===== config.mk =====
export PLATFORM = sky130hd
export DESIGN_NAME = syn_fifo_param
export DESIGN_NICKNAME = d
export VERILOG_FILES = /design/src/rtl/syn_fifo_pkg.sv /design/src/rtl/syn_fifo_param_ram.sv /design/src/rtl/syn_fifo_param.sv
export SDC_FILE = /design/constraint.sdc
export NUM_CORES = 1
export LEC_CHECK = 0
export CAP_MARGIN = 25
export CORE_MARGIN = 5
export CORE_UTILIZATION = 55
export CTS_CLUSTER_SIZE = 25
export DETAILED_ROUTE_END_ITERATION = 16
export GPL_TIMING_DRIVEN = 0
export PLACE_DENSITY = 0.85
export REMOVE_ABC_BUFFERS = 1
export SYNTH_ARGS = -nofsm -noshare
export SYNTH_HDL_FRONTEND = slang
export SYNTH_HIERARCHICAL = 1
export SYNTH_SLANG_ARGS = --single-unit

===== constraint.sdc =====
create_clock -name clk -period 5.3 [get_ports clk]
set_input_delay 0.53 -clock clk [delete_from_list [all_inputs] [get_ports clk]]
set_output_delay 0.53 -clock clk [all_outputs]
set_load 0.02 [all_outputs]

===== src/rtl/syn_fifo_pkg.sv =====
// Shared constants and elaboration helpers for the synchronous FIFO family.
package syn_fifo_pkg;

   localparam int DEF_DATA_W    = 8;
   localparam int DEF_DEPTH     = 16;
   localparam int DEF_AE_THRESH = 1;

   function automatic int clog2(input int v);
      int r;
      r = 0;
      while ((1 << r) < v) r = r + 1;
      return r;
   endfunction

   // Power-of-two depth keeps natural pointer wrap valid.
   function automatic bit fifo_cfg_ok(
      input int depth,
      input int ae,
      input int af
   );
      return (depth >= 2)
          && ((depth & (depth - 1)) == 0)
          && (ae < af)
          && (af <= depth);
   endfunction

endpackage


===== src/rtl/syn_fifo_param_ram.sv =====
// Simple dual-port RAM, read-first, registered or combinational read port.
module fifo_ram_dp
   import syn_fifo_pkg::*;
#(
   parameter int DATA_W = DEF_DATA_W,
   parameter int DEPTH  = DEF_DEPTH,
   parameter int ADDR_W = clog2(DEPTH),
   parameter bit REG_RD = 1'b1
)(
   input  logic              clk,
   input  logic              rst,
   input  logic              we,
   input  logic [ADDR_W-1:0] waddr,
   input  logic [DATA_W-1:0] wdata,
   input  logic              re,
   input  logic [ADDR_W-1:0] raddr,
   output logic [DATA_W-1:0] rdata
);

   logic [DATA_W-1:0] mem [DEPTH];

   always_ff @(posedge clk) begin
      if (we) mem[waddr] <= wdata;
   end

   if (REG_RD) begin : g_reg
      always_ff @(posedge clk or posedge rst) begin
         if (rst) rdata <= '0;
         else if (re) rdata <= mem[raddr];
      end
   end else begin : g_comb
      logic unused_ctl;
      assign unused_ctl = rst ^ re;
      assign rdata = mem[raddr];
   end

endmodule


===== src/rtl/syn_fifo_param.sv =====
// Parametrised single-clock FIFO: pointers, occupancy, flags, pulses.
module syn_fifo_param
   import syn_fifo_pkg::*;
#(
   parameter int DATA_W    = DEF_DATA_W,
   parameter int DEPTH     = DEF_DEPTH,
   parameter int ADDR_W    = clog2(DEPTH),
   parameter int AF_THRESH = DEPTH - 2,
   parameter int AE_THRESH = DEF_AE_THRESH,
   parameter bit FWFT      = 1'b0
)(
   input  logic              clk,
   input  logic              rst,
   input  logic              wr_en,
   input  logic [DATA_W-1:0] wr_data,
   input  logic              rd_en,
   output logic [DATA_W-1:0] rd_data,
   output logic              rd_valid,
   output logic              fifo_full,
   output logic              fifo_empty,
   output logic              almost_full,
   output logic              almost_empty,
   output logic [ADDR_W:0]   data_count,
   output logic              overflow,
   output logic              underflow
);

   localparam int CW = ADDR_W + 1;
   localparam logic [ADDR_W:0] DEPTH_C = CW'(DEPTH);
   localparam logic [ADDR_W:0] AF_C    = CW'(AF_THRESH);
   localparam logic [ADDR_W:0] AE_C    = CW'(AE_THRESH);

   if (!fifo_cfg_ok(DEPTH, AE_THRESH, AF_THRESH)) begin : g_cfg_err
      $error("syn_fifo_param: bad DEPTH or threshold setting");
   end

   logic [ADDR_W-1:0] wr_ptr;
   logic [ADDR_W-1:0] rd_ptr;
   logic [ADDR_W:0]   count_nxt;
   logic              rd_accept;
   logic              wr_accept;

   assign rd_accept = rd_en && !fifo_empty;
   // A full FIFO still takes a write when a read frees a slot.
   assign wr_accept = wr_en && (!fifo_full || rd_accept);

   always_comb begin
      count_nxt = data_count;
      unique case ({wr_accept, rd_accept})
         2'b10:   count_nxt = data_count + CW'(1);
         2'b01:   count_nxt = data_count - CW'(1);
         default: count_nxt = data_count;
      endcase
   end

   always_ff @(posedge clk or posedge rst) begin
      if (rst) begin
         wr_ptr       <= '0;
         rd_ptr       <= '0;
         data_count   <= '0;
         fifo_full    <= 1'b0;
         fifo_empty   <= 1'b1;
         almost_full  <= 1'b0;
         almost_empty <= 1'b1;
         overflow     <= 1'b0;
         underflow    <= 1'b0;
      end else begin
         if (wr_accept) wr_ptr <= wr_ptr + ADDR_W'(1);
         if (rd_accept) rd_ptr <= rd_ptr + ADDR_W'(1);
         data_count   <= count_nxt;
         fifo_full    <= (count_nxt == DEPTH_C);
         fifo_empty   <= (count_nxt == '0);
         almost_full  <= (count_nxt >= AF_C);
         almost_empty <= (count_nxt <= AE_C);
         overflow     <= wr_en && !wr_accept;
         underflow    <= rd_en && !rd_accept;
      end
   end

   fifo_ram_dp #(
      .DATA_W (DATA_W),
      .DEPTH  (DEPTH),
      .ADDR_W (ADDR_W),
      .REG_RD (!FWFT)
   ) u_ram (
      .clk   (clk),
      .rst   (rst),
      .we    (wr_accept),
      .waddr (wr_ptr),
      .wdata (wr_data),
      .re    (rd_accept),
      .raddr (rd_ptr),
      .rdata (rd_data)
   );

   if (FWFT) begin : g_fwft
      assign rd_valid = !fifo_empty;
   end else begin : g_std
      always_ff @(posedge clk or posedge rst) begin
         if (rst) rd_valid <= 1'b0;
         else     rd_valid <= rd_accept;
      end
   end

endmodule

==> results by group, run 1 <==
Detailed routing
  – DR vias/cell: slightly above 6
  – Via Count: 3224
  – Final ANT Viol Nets: 0
  – WL final: between 10000 and 15000 um
  – Starting DRT DRC Count: around 360
  – Wire length per cell: roughly 23 um
  – DRC viols: 0
  – Drt pass-1 iters: 5

Worst setup path
  – Reg2reg path depth: 10
  – Crit path capture type: register
  – Required time worst endpoint: 5.60 ns
  – Type of origin of the critical path: input port
  – Critical Path AT: ~3.6 ns
  – Reg2Reg Launch Point: fifo_empty
  – Critical path class: input port to register
  – Setup slack, reg-to-reg: roughly 2.1 ns
  – Max FO, Critical Path: 23
  – R2r endpoint: almost_full

Synth
  – Synth top area share: 0.606
  – Synth warn: 6
  – Synth Register Bits: around 160
  – Synth area leader: edfxtp_1
  – Post-Syn Instances: between 300 and 400
  – Async SR Flop Fraction: 0.179
  – Synth Flop Type: edfxtp_1
  – Sequential share of the synthesized area: 0.717
  – Post-synthesis cell type count: 42
  – Syn Std Cell Area: 0.00634 sq mm
  – EDFF count, synth: 128
  – Top cells by area, synth: edfxtp_1, dfrtp_1, mux4_2
  – Syn_area_per_cell: roughly 19 sq um

Power and ir drop
  – Worst VDD drop: 351 uV
  – Pwr/cell area: about 580 mW/mm^2
  – Leak pwr: around 2.6 nW

Timing
  – Final hold vios: 0
  – Slew HR: 0.364
  – Tmin final: approximately 3.3 ns
  – Fmax: about 300 MHz
  – Worst-Margin Slew: between 0.9 and 1 ns
  – Final setup fails: 0
  – Clock Skews: a little under 0.009 ns
  – Fin Hold WS: 0.435 ns
  – Sum Neg Setup Slack: 0 ns
  – Fin crit share: 0.622
  – RSZ-0062 raised after global routing: false
  – Pins Over Slew Limit: 0

GRT
  – Met3 usage: 0.0780
  – Total GRT Usage: 0.188
  – Global-route wire length before repair: 19500 um
  – Gr busiest metal: met2
  – Remaining Overflow, GRT: 0
  – Met1 usage: 0.246
  – Vias in the first global route: between 3000 and 4000
  – Largest net degree at the start of global routing: 33
  – Initial antenna violation count: 0
  – GR Util met2: 0.284

Clocking
  – Clock Tree Buf Depth: 2
  – CTS tree: yes
  – Cts hold-fix bufs: 0
  – # Post-CTS Setup Buffers: 0
  – Clock sink total: 156
  – Worst-skew pair later-pin latency: 0.42 ns
  – Clock-pin slew on the worst setup and hold paths: roughly 0.060 ns
  – Root Driver: clkbuf_16
  – Num CTS Buffers: 17
  – H-tree levels: 4
  – Cts repair resizes: 0

Placed design
  – PortBufs: 31
  – Area post-placement: about 0.0067 sq mm
  – Placed wire-length estimate: between 7000 and 8000 um
  – Final GP Congestion: roughly 0.83

Hold path
  – Hold WC Path Type: input port to async pin

Finish
  – Layout cells sized above 1: 0.202
  – # diodes: 0
  – Utilization after layout: 0.649
  – Number of fillers in the final layout: between 700 and 800
  – Nets: between 300 and 400
  – Finished Cell Area: 0.00737 sq mm
  – Footprint of the multi-input gates: about 0.0016 sq mm
  – Storage cell area: between 0.004 and 0.005 sq mm
  – Synth-to-layout area growth: 16.3%

Run
  – Max Cap Viol: 0

Floorplan
  – Rows: 39
  – Die width: 117 um
  – Die Y: 117 um
  – Die footprint: around 0.014 sq mm
  – IO Pins: 32
  – Initial Util: 0.558
  – Core area: around 0.011 sq mm

Status
  – Outcome: completed
-- cells in the mapped netlist, types with 3 or more instances --
library cell	n
mux4_1	6
ha_1	5
xnor2_1	8
buf_6	7
a21oi_1	3
nand2b_1	6
o22ai_1	7
nor3_1	6
edfxtp_1	128
nand4_1	4
dfrtp_1	26
nor2_1	24
nand2_1	12
mux4_2	26
mux2i_1	10
inv_1	8
nand3_1	3
buf_1	4
a221oi_2	8
-- report_power, final --
group	leakage (nW)	internal, mW	switching, mW
registers	1.48	1.54	0.225
logic	0.761	0.586	0.598
clock network	0.310	0.878	0.452
total	2.55	3.00	1.27
-- worst max path at each step --
stage / start / to / slack (ns)
finish: rd_en / almost_full / 2.00
detailed placement: rd_en / fifo_full / 1.56
floorplan: fifo_empty / almost_full / 2.42
global route: rd_en / fifo_full / 1.60
global placement: rd_en / fifo_full / 1.68
CTS: rd_en / fifo_full / 2.00
-- final cells by class --
type	count	area share
tap	143	0.0243
inverter	9	0.00458
timing repair buffer	36	0.0485
clock inverter	13	0.0300
sequential	156	0.617
clock buffer	19	0.0587
multi-input combinational	153	0.217
-- cells by family after synthesis --
family                     count (synthesis)  synth area share
DFF                                      156             0.717
adders and majority gates                  5           0.00987
buffers and inverters                     26            0.0304
xor gates and xnor gates                  11            0.0164
muxes                                     42             0.133
AOI/OAI and AO/OA                         28            0.0420
and+or+nand+nor                           67            0.0511
-- registers in the layout (all words and copies together) (netlist names) --
register,flops
fifo_empty,1
u_ram/rdata,8
rd_ptr,4
almost_full,1
overflow,1
rd_valid,1
u_ram/mem,128
underflow,1
data_count,5
wr_ptr,4
almost_empty,1
fifo_full,1
-- cells in the final DEF (no fill, tap or decap), types with 6 or more instances in the layout --
cell type / count
clkdlybuf4s50_1: 31
inv_1: 8
dfrtp_1: 24
xnor2_1: 8
nand2_1: 12
clkbuf_16: 17
mux2i_1: 10
mux4_1: 6
nor2_1: 24
a221oi_2: 8
nor3_1: 6
bufinv_16: 6
o22ai_1: 7
edfxtp_1: 128
mux4_2: 26
nand2b_1: 6
-- metrics by stage --
stage	total power, mW	cells	setup slack [ns]
floorplan	2.54	318	2.42
global placement	2.90	492	1.68
detailed placement	2.96	497	1.56
CTS	4.30	529	2.00
global route	4.48	529	1.60
finish	4.28	529	2.00
-- per-layer routing --
layer,up-vias,routed length [um]
li1,1416,-
met1,1631,4750
met2,156,5970
met3,21,1070
met4,0,191
met5,-,0
-- critical path, stage by stage --
cell and delay (ns):
clkdlybuf4s50_1 0.47, nand2b_1 0.13, inv_1 0.68, ha_1 0.46, xor2_1 0.12, ha_1 0.23, a211o_1 0.31, a31o_1 0.22
o211ai_2 0.20, inv_2 0.06, a31o_1 0.18
No activity file was read; power rests on OpenSTA's default activity.
==> inputs of run 2 (changes only) <==
clock period = 3.3 ns   (was 5.3 ns; I/O delays follow)
==> run 2 against run 1 <==
Net effect:
- global-route usage unchanged
- core utilization up 0.25 points
- die area did not move
- clock skew hardly changed
- flip-flop and latch count stayed put
- count of clock-buffer cells in the layout is the same
- largest cell class unchanged
==> results by group, run 2 (synthesis results as in run 1) <==
Detailed routing
  – DRC viols: 0
  – Drt pass-1 iters: 5
  – Starting DRT DRC Count: ~370
  – Wire length per cell: ~23 um
  – DR vias/cell: around 6.1
  – Final ANT Viol Nets: 0
  – Via Count: 3265
  – WL final: 12100 um

Power and ir drop
  – Pwr/cell area: just over 900 mW/mm^2
  – Worst VDD drop: about 560 uV
  – Clock group share of total power: 0.311
  – Leak pwr: about 2.6 nW
  – Combinational share of power: 0.277
  – Power Internal: between 4 and 5 mW
  – Net Sw Frac: 0.298
  – Switching pwr: slightly above 2 mW
  – Reg power frac: 0.412

Timing
  – Fmax: ~360 MHz
  – Tmin final: ~2.8 ns
  – Clock Skews: between 0.008 and 0.009 ns
  – Worst-Margin Slew: 0.962 ns
  – RSZ-0062 raised after global routing: false
  – Final hold vios: 0
  – Pins Over Slew Limit: 0
  – Worst setup margin: 0.540 ns
  – Final setup fails: 0
  – Fin crit share: 0.836
  – Slew HR: 0.356
  – Sum Neg Setup Slack: 0 ns

Finish
  – Biggest register: u_ram/mem
  – Most frequent cells in the layout: edfxtp_1, clkdlybuf4s50_1, mux4_2
  – Synth-to-layout area growth: 16.8%
  – Biggest regs: u_ram/mem: 128 flops, u_ram/rdata: 8 flops, data_count: 5 flops
  – # diodes: 0
  – Non-Filler Instances: 532
  – Number of fillers in the final layout: 747
  – Most common cell after layout, fill and taps aside: edfxtp_1
  – Nets: roughly 390
  – Max reg flops: between 100 and 150
  – Layout cells sized above 1: 0.216

Clocking
  – Clock sink total: 156
  – Cts hold-fix bufs: 0
  – Clock-pin slew on the worst setup and hold paths: 0.06 ns
  – H-tree levels: 4
  – CTS tree: yes
  – Root Driver: clkbuf_16
  – Worst-skew pair later-pin latency: around 0.42 ns
  – Num CTS Buffers: 17
  – Clock Tree Buf Depth: 2

Floorplan
  – IO Pins: 32
  – Initial Util: 0.558
  – Die footprint: 0.0138 sq mm
  – Die width: around 120 um
  – Core area: 0.0114 sq mm
  – Rows: 39
  – Die Y: ~120 um

GRT
  – Remaining Overflow, GRT: 0
  – Vias in the first global route: 3409
  – Global-route wire length before repair: roughly 20000 um
  – Largest net degree at the start of global routing: 33
  – Initial antenna violation count: 0
  – Total GRT Usage: 0.188

Worst setup path
  – Max FO, Critical Path: 9
  – Crit path cell chain: nand2b_2 > nand2_1 > nand2_1 > ha_2 > xor2_1 > ha_1 > a211o_1 > a31o_1 > o211ai_2 > inv_2 > a31o_1
  – Reg2Reg Launch Point: fifo_empty
  – Critical Path AT: about 3 ns
  – Type of origin of the critical path: register
  – Required time worst endpoint: around 3.6 ns
  – Crit path capture type: register
  – CP peak stage delay: around 0.54 ns
  – Slowest-stage cell, CP: dfstp_2
  – Crit path from: fifo_empty
  – Setup slack, reg-to-reg: about 0.54 ns
  – Critical path class: register to register
  – Reg2reg path depth: 11
  – R2r endpoint: almost_full

Placed design
  – Final GP Congestion: 0.832
  – Post-place setup slack: -0.238 ns
  – Placed wire-length estimate: 7240 um
  – Cells after DPL: ~500
  – PortBufs: 31

Run
  – Max Cap Viol: 0

Hold path
  – Hold WC Path Type: input port to async pin

Status
  – Outcome: completed
## run 2: what timing repair did
item	4_1_cts	5_1_grt
setup buffers	0	2
resized for setup	0	3
endpoints found under the setup margin	0	4
endpoints found under the hold margin	0	0
## run 2: per-stage QoR
stage	total power, mW	instance area, sq um	utilization	hold WS, ns
after CTS	6.91	7370	0.649	0.233
after global routing	7.21	7400	0.651	0.268
after floorplan	4.08	6180	-	0.146
after global placement	4.66	6670	0.587	0.507
after detailed placement	4.75	6720	0.591	0.524
final	6.88	7400	0.651	0.240
## run 2: worst max-delay path: cells and delay by family (launching register included)
family | cells | cell delay, ns
compound gates | 4 | 0.91
simple gates | 3 | 0.50
fa+ha+maj | 2 | 0.55
buf+inv | 1 | 0.06
flops | 1 | 0.54
xor+xnor | 1 | 0.10
## run 2: per-layer routing
layer,GRT usage,up-vias,part of all wire
li1,-,1420,-
met1,0.246,1633,0.39
met2,0.284,192,0.50
met3,0.0780,20,0.094
met4,0.0682,0,0.016
met5,0,-,0
## run 2: worst max path at each step
| stage | end | cells past startpoint | slack (ns) |
|---|---|---|---|
| 3_3_place_gp | fifo_full | 11 | -0.12 |
| 6_report | almost_full | 11 | 0.54 |
| 4_1_cts | fifo_full | 10 | 0.12 |
| 2_1_floorplan | almost_full | 10 | 0.42 |
| 5_1_grt | fifo_full | 11 | 0.13 |
| 3_5_place_dp | fifo_full | 11 | -0.24 |
## run 2: layout make-up
type	instances	area, sq um	area share
tap	143	179	0.0242
inverter	9	37.5	0.00507
sequential	156	4550	0.615
timing repair buffer	38	373	0.0504
multi-input combinational	153	1610	0.217
clock buffer	19	433	0.0585
timing repair inverter	1	5.00	0.000676
clock inverter	13	221	0.0299
## run 2: power by group through the flow
stage | Clock (mW) | Combinational (mW) | Sequential, mW
6_report | 2.14 | 1.91 | 2.83
5_1_grt | 2.26 | 2.06 | 2.89
4_1_cts | 2.17 | 1.91 | 2.84
3_5_place_dp | 0 | 1.88 | 2.87
3_3_place_gp | 0 | 1.72 | 2.94
2_1_floorplan | 0 | 1.14 | 2.94
